$ cat src/rtl/fu_arb_pkg.sv
// Shared types for the float-unit arbiter: requester id width, tag record, one-hot decode.
// Purely declarative; no latency and no backpressure of its own.
package fu_arb_pkg;

    localparam int FU_NUM_REQ = 4;
    localparam int ID_W       = (FU_NUM_REQ > 1) ? $clog2(FU_NUM_REQ) : 1;

    typedef struct packed {
        logic            v;
        logic [ID_W-1:0] id;
    } fu_tag_t;

    function automatic logic [FU_NUM_REQ-1:0] onehot(input logic [ID_W-1:0] id);
        logic [FU_NUM_REQ-1:0] oh;
        oh     = '0;
        oh[id] = 1'b1;
        return oh;
    endfunction

endpackage

$ cat src/rtl/float_unit_arbiter_rr_arbiter.sv
// Combinational round-robin picker: first set req bit at or above ptr, wrapping modulo NUM_REQ.
// Zero latency; applies no backpressure, the caller decides whether the grant is taken.
module rr_arbiter
    import fu_arb_pkg::*;
#(
    parameter int NUM_REQ = FU_NUM_REQ,
    parameter int ID_W_P  = ID_W
) (
    input  logic [NUM_REQ-1:0] req,
    input  logic [ID_W_P-1:0]  ptr,
    output logic [NUM_REQ-1:0] grant_oh,
    output logic [ID_W_P-1:0]  grant_id,
    output logic               any
);

    logic              w_found;
    logic [ID_W_P-1:0] w_idx;

    always_comb begin
        grant_oh = '0;
        grant_id = '0;
        w_found  = 1'b0;
        w_idx    = '0;
        for (int k = 0; k < NUM_REQ; k++) begin
            w_idx = ID_W_P'((int'(ptr) + k) % NUM_REQ);
            if (!w_found && req[w_idx]) begin
                w_found         = 1'b1;
                grant_oh[w_idx] = 1'b1;
                grant_id        = w_idx;
            end
        end
        any = w_found;
    end

endmodule

$ cat src/rtl/float_unit_arbiter.sv
// Round-robin share of one fixed-latency float unit; FUARB_STATS_EN adds issue/stall counters.
// Result returns LATENCY+1 cycles after accept; responses cannot be stalled, req_ready is the only throttle.
module float_unit_arbiter
    import fu_arb_pkg::*;
#(
    parameter int DATA_WIDTH = 32,
    parameter int NUM_REQ    = FU_NUM_REQ,
    parameter int LATENCY    = 5
) (
    input  logic                          clk,
    input  logic                          rst,
    input  logic [NUM_REQ-1:0]            req_valid,
    input  logic [NUM_REQ*DATA_WIDTH-1:0] req_data,
    output logic [NUM_REQ-1:0]            req_ready,
    output logic [NUM_REQ-1:0]            rsp_valid,
    output logic [DATA_WIDTH-1:0]         rsp_data,
    output logic [DATA_WIDTH-1:0]         unit_in,
    input  logic [DATA_WIDTH-1:0]         unit_out,
    output logic                          busy
`ifdef FUARB_STATS_EN
    ,
    output logic [31:0]                   issue_cnt,
    output logic [31:0]                   stall_cnt
`endif
);

    logic [NUM_REQ-1:0]    w_grant_oh;
    logic [ID_W-1:0]       w_grant_id;
    logic                  w_any;
    logic                  w_accept;
    logic [DATA_WIDTH-1:0] w_sel_data;
    logic [ID_W-1:0]       w_ptr_nxt;
    logic                  w_busy;

    logic [ID_W-1:0]       r_ptr;
    logic [DATA_WIDTH-1:0] r_unit_in;
    logic [DATA_WIDTH-1:0] r_rsp_data;
    logic [NUM_REQ-1:0]    r_rsp_valid;
    // tag[0] rides alongside unit_in, so tag[LATENCY] lines up with unit_out.
    fu_tag_t               r_tag [LATENCY+1];

    rr_arbiter #(
        .NUM_REQ (NUM_REQ),
        .ID_W_P  (ID_W)
    ) u_rr (
        .req      (req_valid),
        .ptr      (r_ptr),
        .grant_oh (w_grant_oh),
        .grant_id (w_grant_id),
        .any      (w_any)
    );

    assign req_ready = rst ? '0 : w_grant_oh;
    assign w_accept  = w_any & ~rst;
    assign w_ptr_nxt = (w_grant_id == ID_W'(NUM_REQ - 1)) ? '0 : w_grant_id + ID_W'(1);

    always_comb begin
        w_sel_data = '0;
        for (int i = 0; i < NUM_REQ; i++) begin
            if (w_grant_oh[i]) begin
                w_sel_data = req_data[i*DATA_WIDTH +: DATA_WIDTH];
            end
        end
    end

    always_ff @(posedge clk) begin
        if (rst) begin
            r_ptr       <= '0;
            r_unit_in   <= '0;
            r_rsp_data  <= '0;
            r_rsp_valid <= '0;
            for (int k = 0; k <= LATENCY; k++) begin
                r_tag[k] <= '0;
            end
        end else begin
            if (w_accept) begin
                r_unit_in <= w_sel_data;
                r_ptr     <= w_ptr_nxt;
            end
            r_tag[0].v  <= w_accept;
            r_tag[0].id <= w_grant_id;
            for (int k = 1; k <= LATENCY; k++) begin
                r_tag[k] <= r_tag[k-1];
            end
            // unit_out is only trusted when a live tag reaches the tail.
            if (r_tag[LATENCY].v) begin
                r_rsp_data  <= unit_out;
                r_rsp_valid <= NUM_REQ'(onehot(r_tag[LATENCY].id));
            end else begin
                r_rsp_valid <= '0;
            end
        end
    end

    always_comb begin
        w_busy = |r_rsp_valid;
        for (int k = 0; k <= LATENCY; k++) begin
            w_busy = w_busy | r_tag[k].v;
        end
    end

    assign unit_in   = r_unit_in;
    assign rsp_data  = r_rsp_data;
    assign rsp_valid = r_rsp_valid;
    assign busy      = w_busy;

`ifdef FUARB_STATS_EN
    logic        w_stall;
    logic [31:0] r_issue_cnt;
    logic [31:0] r_stall_cnt;

    assign w_stall = ($countones(req_valid) > 1);

    always_ff @(posedge clk) begin
        if (rst) begin
            r_issue_cnt <= '0;
            r_stall_cnt <= '0;
        end else begin
            if (w_accept && (r_issue_cnt != '1)) begin
                r_issue_cnt <= r_issue_cnt + 32'd1;
            end
            if (w_stall && (r_stall_cnt != '1)) begin
                r_stall_cnt <= r_stall_cnt + 32'd1;
            end
        end
    end

    assign issue_cnt = r_issue_cnt;
    assign stall_cnt = r_stall_cnt;
`endif

endmodule

$ cat config.mk
export PLATFORM = sky130hd
export DESIGN_NAME = float_unit_arbiter
export DESIGN_NICKNAME = d
export VERILOG_FILES = /design/src/rtl/fu_arb_pkg.sv /design/src/rtl/float_unit_arbiter_rr_arbiter.sv /design/src/rtl/float_unit_arbiter.sv
export SDC_FILE = /design/constraint.sdc
export NUM_CORES = 1
export LEC_CHECK = 0
export ABC_AREA = 0
export CAP_MARGIN = 10
export CORE_MARGIN = 2
export CORE_UTILIZATION = 58
export CTS_BUF_LIST = sky130_fd_sc_hd__clkbuf_16
export DETAILED_ROUTE_END_ITERATION = 16
export DONT_BUFFER_PORTS = 1
export GPL_TIMING_DRIVEN = 0
export HOLD_SLACK_MARGIN = 0.06
export PLACE_DENSITY = 0.85
export SYNTH_ARGS = -nofsm -noshare
export SYNTH_HDL_FRONTEND = slang
export SYNTH_SLANG_ARGS = --single-unit
$ cat constraint.sdc
create_clock -name clk -period 2.8 [get_ports clk]
set_clock_uncertainty 0.05 [all_clocks]
set_input_delay 0.28 -clock clk [delete_from_list [all_inputs] [get_ports clk]]
set_output_delay 0.28 -clock clk [all_outputs]
set_load 0.005 [all_outputs]
==> results of run 1 <==
-- cell usage in the layout (no fill, tap or decap), types with 27 or more instances in the layout --
cell type,n
a211oi_2,27
a2bb2oi_2,30
buf_4,30
clkbuf_1,33
dfxtp_1,86
dlygate4sd3_1,36
mux2i_1,34
nand2_1,40
nand3_1,33
nor2_1,41
nor2b_1,50
o211ai_1,64
-- area by class of cell --
type                            count  area, sq um
Clock buffer                        9        225.2
Antenna cell                        2        5.005
Timing Repair Buffer               74        755.7
Multi-Input combinational cell    452         3986
Tap cell                          133        166.4
Buffer                             73        467.9
Sequential cell                    88         1769
Fill cell                         591         2255
Inverter                            3        15.01
Clock inverter                      7        83.83
-- power by group --
| group | internal [mW] | switching (mW) |
|---|---|---|
| clock network | 0.642 | 0.602 |
| logic | 2.32 | 2.47 |
| registers | 1.47 | 0.223 |
| total | 4.43 | 3.29 |
-- sequential cells by signal, summed over array words and instances, names as in the netlist, named ones only --
register   cells
rsp_valid      4
r_tag         18
unit_in       32
r_ptr          1
rsp_data      32
-- cell families after synthesis --
kind of cell,share of synthesized area (%)
xor+xnor,0.1510
buf+inv,6.535
fa+ha+maj,1.510
flops,30.36
compound gates,37.42
mux,7.030
simple gates,16.99
-- cells in the mapped netlist, drive strengths merged, types with 2 or more instances --
| master | instances | area share [%] |
|---|---|---|
| nor4 | 2 | 0.22 |
| a31oi | 2 | 0.22 |
| a21oi | 3 | 0.26 |
| nand2b | 4 | 0.43 |
| and3b | 3 | 0.45 |
| o31a | 3 | 0.45 |
| or2 | 2 | 0.22 |
| nor3 | 3 | 0.54 |
| nor2b | 52 | 5.6 |
| nand3b | 2 | 0.26 |
| a211oi | 32 | 6.6 |
| buf | 34 | 3.6 |
| or3 | 2 | 0.22 |
| nand3 | 33 | 2.8 |
| mux2i | 34 | 5.9 |
| nor2 | 45 | 2.9 |
| ha | 7 | 1.5 |
| o31ai | 2 | 0.35 |
| clkbuf | 42 | 2.7 |
| a2bb2oi | 32 | 8.1 |
| o221a | 33 | 6.4 |
| nand2 | 40 | 2.6 |
| inv | 3 | 0.19 |
| mux4 | 3 | 1.2 |
| a22oi | 2 | 0.35 |
| o211ai | 64 | 8.3 |
| dfxtp | 88 | 30 |
| o311ai | 32 | 4.8 |
-- path summary, 6_finish.rpt --
kind                              startpoint          end  slack, ps  depth (start not counted)
worst max register to register          flop  unit_in[11]        -80                         10
worst max-delay path                    flop  unit_in[11]        -80                         10
worst min register to register   r_tag[2][1]  r_tag[3][1]        390                          1
worst min-delay path            req_data[35]   unit_in[3]         70                          2
-- metrics by stage --
stage          util [%]  cells  setup slack (ps)
6_report          76.83    841            -77.73
5_1_grt           76.83    841            -149.9
4_1_cts           74.09    825            -92.27
3_5_place_dp      61.81    752            -635.8
3_3_place_gp      61.81    752            -521.9
2_1_floorplan         -    619            -14.48
-- metal layers --
metal | global-route usage [%] | vias up
met5 | 0 | -
met4 | 18.73 | 0
met2 | 64.33 | 494
met1 | 40.09 | 2789
li1 | - | 2566
met3 | 12.47 | 112
-- critical path: cells and delay by family, from the launching register on --
kind / cells / cell delay (ps)
flip-flops: 1 / 380
multiplexers: 1 / 390
AND/OR/NAND/NOR: 1 / 310
buffers and inverters: 4 / 620
AO/OA/AOI/OAI: 3 / 780
adder cells (fa/ha/maj): 1 / 290
-- timing repair --
| item | CTS | global route |
|---|---|---|
| resized for setup | 61 | 53 |
| endpoints found under the hold margin | 36 | 0 |
| hold buffers | 36 | 0 |
| pin swaps | 7 | 17 |
| cloned | 3 | 2 |
| endpoints found under the setup margin | 36 | 36 |
| buffers inserted | 20 | 13 |
==> metrics.md, run 1 <==
| Metric | Value |
|---|---|
| Status | finished with violations |
| Failing checks | negative setup slack |
| Final-report hold violation count | 0 |
| Rel. slew slack | 47.05% |
| First-pass GRT wire length | 32,510 microns |
| Worst Path Arrival | 3110 ps |
| DP Area | 0.006013 sq mm |
| Startpoint types | flop |
| Gr ovfl total | 0 |
| Total wire length | 21,140 microns |
| Register area share after synthesis | 30.36% |
| Share of cells above drive strength 1 | 29.18% |
| Post-DP HPWL | 13,120 microns |
| Cell area after synthesis | 0.005802 sq mm |
| Synthesized instance count | 619 |
| Largest net degree at the start of global routing | 20 |
| FMAX | 347.5 MHz |
| Initial core utilization | 59.63% |
| WL/cell | 25.14 microns |
| TritonCTS clock tree | built |
| Initial DRC count | 611 |
| Leak pwr | 2.616 nW |
| Power Density | 1034 mW/mm^2 |
| DR pass1 iterations | 6 |
| Crit path cell chain | clkinvlp_4 > ha_4 > buf_6 > mux4_2 > a221o_1 > buf_4 > nor2_2 > buf_4 > o211ai_1 > a2bb2oi_2 |
| RSZ-0062 raised after global routing | true |
| Die area | 0.01082 sq mm |
| Die width | 104.0 microns |
| Post-layout minimum cycle time | 2878 ps |
| Synth-to-layout area growth | 28.83% |
| Total track usage | 37.03% |
| Total power | 7.727 mW |
| Core box area | 0.009729 sq mm |
| Asr flop ratio synth | 0% |
| Post-route ant nets | 0 |
| Post-route cell area | 0.007475 sq mm |
| Die Height | 104.0 microns |
| Clk Latency, worst-skew pair | 350 ps |
| Nets | 874 |
| Mean post-synth cell area | 9.373 sq um |
| Slowest stage delay, CP | 400 ps |
| Row Count | 36 |
| # setup viols final | 26 |
| Yosys reg bits | 88 |
| Worst Tran Pin Value | 794.3 ps |
| Inserted Clock Buffers | 9 |
| Vias/cell | 7.088 |
| Syn Nets | 792 |
| Gp weighted congestion | 0.8648 |
| Max Slew Vio Count | 0 |
| Residual DRC | 0 |
| Met2 Wirelength | 10,220 microns |
| Warnings, synthesis | 0 |
| Max-cap violation count | 0 |
| Initial antenna violation count | 2 |
| EDFF count, synth | 0 |
| Met3 WL | 2502 microns |
| Post-route setup slack | -77.73 ps |
| Clk buf depth | 2 |
| Setup TNS | -993.1 ps |
| Post-synth cell types | 52 |
| PortBufs | 0 |
| Via count | 5,961 |
| CP max stage cell | a221o_1 |
| CTS Sinks | 88 |
| Worst IR drop on VDD | 0.8267 mV |
| Critical path type | flop to flop |
| Crit. End Element | flop |
| Period utilization | 102.8% |
| Metal-1 WL | 7343 microns |
| Cell mode on critical path | buf_4 |
| Hold_ws | 66.01 ps |
| Worst hold path type | input pin to flop |
| Crit path required time | 3030 ps |
| Top sig layer | met4 |
| Clock-pin slew on the worst setup and hold paths | 80 ps |
| Synth Flop Type | dfxtp_1 |
| Vias in the first global route | 6,196 |
| Crit path max fanout | 10 |
| I/O pin count | 239 |
| H-tree depth | 3 |
| Clock Root Buffer | clkbuf_16 |
(Power assumes the default switching activity.)
==> run 2: changes to the inputs <==
- ABC_AREA: 0 -> 1
- CORE_UTILIZATION: 58 -> 60
- CTS_BUF_LIST: sky130_fd_sc_hd__clkbuf_16 -> sky130_fd_sc_hd__clkbuf_8
- PLACE_DENSITY: 0.85 -> 0.88
==> metrics.md, run 2 <==
| Metric | Value |
|---|---|
| Synthesized instance count | 661 |
| WL/cell | 19.80 microns |
| Status | complete, no violations |
| Critical path type | flop to output port |
| Total track usage | 36.66% |
| Mean post-synth cell area | 7.125 sq um |
| Clock-pin slew on the worst setup and hold paths | 100 ps |
| Post-route setup slack | 98.83 ps |
| Gr ovfl total | 0 |
| Share of cells above drive strength 1 | 17.69% |
| Via count | 5,012 |
| Residual DRC | 0 |
| Worst Path Arrival | 2370 ps |
| Period utilization | 96.47% |
| Pre-CTS worst setup slack | -13.14 ps |
| Vias in the first global route | 4,930 |
| Die Height | 92.60 microns |
| Fin util | 71.81% |
| Clk Latency, worst-skew pair | 350 ps |
| Min-Delay Endpoint | unit_in[14] |
| Clk buf depth | 2 |
| Synth cell count leaders | nand2_1, dfxtp_1, a21oi_1 |
| I/O pin count | 239 |
| Vias/cell | 6.112 |
| Die width | 92.60 microns |
| Worst Tran Pin Value | 633.4 ps |
| Leak pwr | 2.511 nW |
| Largest net degree at the start of global routing | 17 |
| Nets | 886 |
| Final-report hold violation count | 0 |
| Crit path required time | 2470 ps |
| Max Slew Vio Count | 0 |
| Hold Startpoint | req_data[110] |
| Startpoint types | flop |
| Post-route ant nets | 0 |
| Register area share after synthesis | 37.41% |
| Post-DP HPWL | 11,040 microns |
| Post-layout minimum cycle time | 2701 ps |
| Yosys reg bits | 88 |
| Antenna Cells | 0 |
| Syn Nets | 834 |
| PortBufs | 0 |
| TritonCTS clock tree | built |
| Power Density | 1280 mW/mm^2 |
| Synth-to-layout area growth | 16.60% |
| Inserted Clock Buffers | 9 |
| Min-Delay Path Depth | 2 |
| Total wire length | 16,240 microns |
| Placed insts | 763 |
| Asr flop ratio synth | 0% |
| Most common cell in the netlist | nand2_1 |
| DR pass1 iterations | 6 |
| Initial DRC count | 307 |
| Synth Flop Type | dfxtp_1 |
| Reg2reg setup slack | 290 ps |
| Gp weighted congestion | 0.9792 |
| Worst-case reg-to-reg path depth | 13 |
| RR Endpoint | unit_in[13] |
| FMAX | 370.2 MHz |
| Yosys top cell by area | dfxtp_1 |
| EDFF count, synth | 0 |
| Row Count | 32 |
| First-pass GRT wire length | 24,410 microns |
| Rel. slew slack | 57.77% |
| Clock Root Buffer | clkbuf_8 |
| Initial antenna violation count | 0 |
| Max-cap violation count | 0 |
| Commonest cells after routing, fill and taps aside | nand2_1, dfxtp_1, a21oi_1 |
| Crit path max fanout | 10 |
| Post-synth top area share | 37.41% |
| Worst hold path type | input pin to flop |
| Warnings, synthesis | 0 |
| Crit. End Element | output port |
| Post-synth cell types | 29 |
| # setup viols final | 0 |
| Non-filler cells in the finished layout | 820 |
| Top post-synthesis cells by area | dfxtp_1, a21oi_2, a21oi_1 |
| CTS Sinks | 88 |
| Core box area | 0.007647 sq mm |
| Initial core utilization | 61.58% |
| H-tree depth | 3 |
| Worst IR drop on VDD | 1.059 mV |
| Cell area after synthesis | 0.004710 sq mm |
| Leading cell type in the layout, fill and taps excluded | nand2_1 |
| FF-to-FF Start | r_ptr[1] |
| Die area | 0.008574 sq mm |
run 2: routing by layer:
layer / wire length, microns / share of wire [%] / global-route usage [%] / vias up
met2: 8395 / 52 / 66.61 / 348
met1: 5573 / 34 / 38.14 / 2344
met3: 1602 / 9.9 / 10.58 / 61
met4: 668 / 4.1 / 18.78 / 0
met5: 0 / 0 / 0 / -
li1: - / - / - / 2259
run 2: worst max-delay path by stage:
stage / start / to / cells after the start
floorplan: flop / req_ready[3] / 14
global placement: flop / r_ptr[1] / 14
detailed placement: r_ptr[1] / r_ptr[1] / 14
CTS: r_ptr[1] / req_ready[3] / 14
global route: r_ptr[1] / req_ready[3] / 14
finish: r_ptr[1] / req_ready[3] / 14
run 2: area by class of cell:
type / count / area [sq um]
Buffer: 44 / 294.0
Clock buffer: 10 / 137.6
Clock inverter: 6 / 97.59
Fill cell: 566 / 2156
Inverter: 68 / 261.5
Multi-Input combinational cell: 461 / 2419
Sequential cell: 88 / 1769
Tap cell: 102 / 127.6
Timing Repair Buffer: 41 / 385.4
run 2: timing repair:
| action | 4_1_cts | 5_1_grt |
|---|---|---|
| gates cloned | 0 | 0 |
| pin swaps | 0 | 1 |
| setup buffers | 0 | 10 |
| setup endpoints to repair | 10 | 4 |
| hold endpoints to repair | 31 | 0 |
| hold buffers | 31 | 0 |
| gates resized for setup | 6 | 5 |
run 2: worst max-delay path: stages (launching register included):
cell	delay, ps
dfxtp_4	400
clkinvlp_4	160
ha_4	340
inv_1	70
nand2_1	80
nand2_2	90
nor2_8	130
nand2_2	60
inv_2	70
nand3_1	60
nand2_1	100
buf_6	120
buf_6	150
nand2_1	80
inv_1	90
run 2: power by group:
group / leakage, nW / internal (mW) / switching [mW]
Sequential: 0.724 / 1.54 / 0.226
Combinational: 1.67 / 1.56 / 2.67
Clock: 0.119 / 0.542 / 0.500
run 2: kinds of logic after synthesis:
logic type               synth area share [%]
AND/OR/NAND/NOR                         23.70
AO/OA/AOI/OAI                           25.48
buffers and inverters                   11.56
flip-flops                              37.41
adder cells (fa/ha/maj)                 1.860
run 2: through the flow:
stage                     total power, mW  hold slack (ps)  instance area (sq um)  setup TNS (ps)
after global placement              5.520            340.8                   4837               0
final                               7.030            77.31                   5492               0
after detailed placement            5.691            348.6                   4837          -18.74
after global routing                7.511            70.94                   5492          -48.60
after floorplan                     4.797            338.3                   4710               0
after CTS                           6.788            63.41                   5405               0
==> run 3: changes to the inputs <==
- ABC_AREA: 1 -> default
==> metrics.md, run 3 (same netlist as run 1, synthesis figures left out) <==
| Metric | Value |
|---|---|
| Final-report hold violation count | 0 |
| Die Height | 102.3 microns |
| CP max stage cell | o311ai_0 |
| Leak pwr | 2.795 nW |
| Worst Tran Pin Value | 926.2 ps |
| Rel. slew slack | 38.25% |
| Die width | 102.3 microns |
| Total track usage | 40.59% |
| Gr ovfl total | 0 |
| # setup viols final | 36 |
| Fillers | 437 |
| Switching part of the total | 45.60% |
| Initial DRC count | 933 |
| Share of cells above drive strength 1 | 28.22% |
| Worst-case reg-to-reg path depth | 13 |
| TritonCTS clock tree | built |
| Worst Path Buf+Inv | 6 |
| Power Density | 986.3 mW/mm^2 |
| Clock Root Buffer | clkbuf_8 |
| Post-route cell area | 0.007931 sq mm |
| Status | finished with violations |
| WL/cell | 27.71 microns |
| H-tree depth | 3 |
| Register area | 0.001769 sq mm |
| Post-route setup slack | -364.2 ps |
| DR pass1 iterations | 8 |
| Non-filler cells in the finished layout | 893 |
| Clk buf depth | 2 |
| Via count | 6,706 |
| Worst Path Arrival | 3360 ps |
| Initial core utilization | 62.20% |
| Internal power | 4.256 mW |
| Crit path max fanout | 12 |
| Vias in the first global route | 6,374 |
| Critical path type | flop to flop |
| Failing checks | negative setup slack |
| Crit path cell chain | clkinvlp_4 > ha_4 > buf_6 > nand3b_1 > a2111oi_4 > buf_4 > buf_6 > buf_4 > buf_4 > o311ai_0 > nand3_1 > a211oi_1 > a2bb2oi_2 |
| I/O pin count | 239 |
| Post-route ant nets | 0 |
| Nets | 930 |
| RR Endpoint | unit_in[16] |
| Die area | 0.01047 sq mm |
| Worst IR drop on VDD | 0.6645 mV |
| Startpoint types | flop |
| Initial antenna violation count | 1 |
| Vias/cell | 7.510 |
| CTS Sinks | 88 |
| Footprint of the multi-input gates | 0.004006 sq mm |
| DP Area | 0.006008 sq mm |
| P_sw | 3.567 mW |
| FMAX | 316.0 MHz |
| Worst hold path type | input pin to flop |
| Post-layout minimum cycle time | 3164 ps |
| Slowest stage delay, CP | 520 ps |
| Setup crit end | unit_in[16] |
| Flop pwr share | 21.9% |
| PortBufs | 0 |
| Cell mode on critical path | buf_4 |
| Gp weighted congestion | 0.8411 |
| Stages on worst setup path | 13 |
| Post-DP HPWL | 12,830 microns |
| Commonest cells after routing, fill and taps aside | dlygate4sd3_1, dfxtp_1, o211ai_1 |
| Fin util | 85.03% |
| Largest net degree at the start of global routing | 20 |
| Synth-to-layout area growth | 36.70% |
| Inserted Clock Buffers | 9 |
| Period utilization | 113.0% |
| Core box area | 0.009328 sq mm |
| Reg2reg setup slack | -360 ps |
| Residual DRC | 0 |
| Logic pwr share | 65.9% |
| Row Count | 35 |
| Max-cap violation count | 0 |
| Leading cell type in the layout, fill and taps excluded | dlygate4sd3_1 |
| Setup TNS | -3033 ps |
| Hold_ws | 64.00 ps |
| Total wire length | 24,740 microns |
| Delay-heaviest family, CP | compound AO/OA/AOI/OAI gates |
| Placed insts | 748 |
| Clk Latency, worst-skew pair | 370 ps |
| First-pass GRT wire length | 32,770 microns |
| Crit path required time | 3000 ps |
| RSZ-0062 raised after global routing | true |
| Clock-pin slew on the worst setup and hold paths | 110 ps |
| Clk network pwr share | 12.2% |
| Max Slew Vio Count | 0 |
| Crit. End Element | flop |
run 3: cell count changes in the layout (fill, tap and decap cells not counted), moves of 34 or more:
cell	before	now
a21oi_1	83	3
o21ai_0	68	1
o211ai_1	0	64
inv_1	62	1
nand2_1	101	40
dlygate4sd3_1	31	89
nor2b_1	0	50
a21oi_2	49	0
nor2_1	81	41
mux2i_1	0	34
run 3: worst reg2reg max path, cell delays in order (launching register included):
cell,delay (ps)
dfxtp_4,390
clkinvlp_4,110
ha_4,250
buf_6,120
nand3b_1,120
a2111oi_4,80
buf_4,170
buf_6,130
buf_4,140
buf_4,180
o311ai_0,530
nand3_1,260
a211oi_1,420
a2bb2oi_2,120
run 3: repair_timing:
action                                 4_1_cts  5_1_grt
gates resized for setup                     51       56
hold buffers                                87        2
endpoints found under the hold margin       61        2
gates cloned                                 3        2
pin swaps                                   17       23
setup buffers                               30       10
setup endpoints to repair                   36       36
run 3: metrics by stage:
step,setup WS [ps],power [mW]
final,-364.2,7.823
after global routing,-479.1,8.037
after CTS,-185.2,6.882
after detailed placement,-611.9,5.188
after global placement,-529.2,5.002
after floorplan,-14.48,4.469
run 3: final cells by class:
type	count	share of cell area (%)
Inverter	3	0.2209
Sequential cell	88	22.31
Multi-Input combinational cell	452	50.51
Clock buffer	9	1.562
Antenna cell	2	0.06310
Clock inverter	7	0.9623
Timing Repair Buffer	133	17.23
Tap cell	129	2.035
Buffer	70	5.111
run 3: power groups by stage:
stage          registers, mW  logic [mW]  clock network (mW)
6_report                1.71        5.16               0.955
5_1_grt                 1.72        5.33               0.989
4_1_cts                 1.68        4.28               0.919
3_5_place_dp            1.69        3.49                   0
3_3_place_gp            1.69        3.32                   0
2_1_floorplan           1.63        2.84                   0
run 3: worst min path at each step:
stage | startpoint | to | slack (ps) | depth (start not counted)
floorplan | r_tag[0][0] | r_tag[1][0] | 360 | 1
global placement | r_tag[4][1] | r_tag[5][1] | 370 | 1
detailed placement | r_tag[3][1] | r_tag[4][1] | 380 | 1
CTS | req_data[63] | unit_in[31] | 60 | 2
global route | req_data[31] | unit_in[31] | 50 | 2
finish | req_data[23] | unit_in[23] | 60 | 2
run 3: layer usage:
layer	GRT usage [%]	share of wire, %	vias up
met5	0	0	-
met4	26.56	9.6	0
met3	12.38	13	265
met2	68.88	46	728
met1	43.74	32	3026
li1	-	-	2687
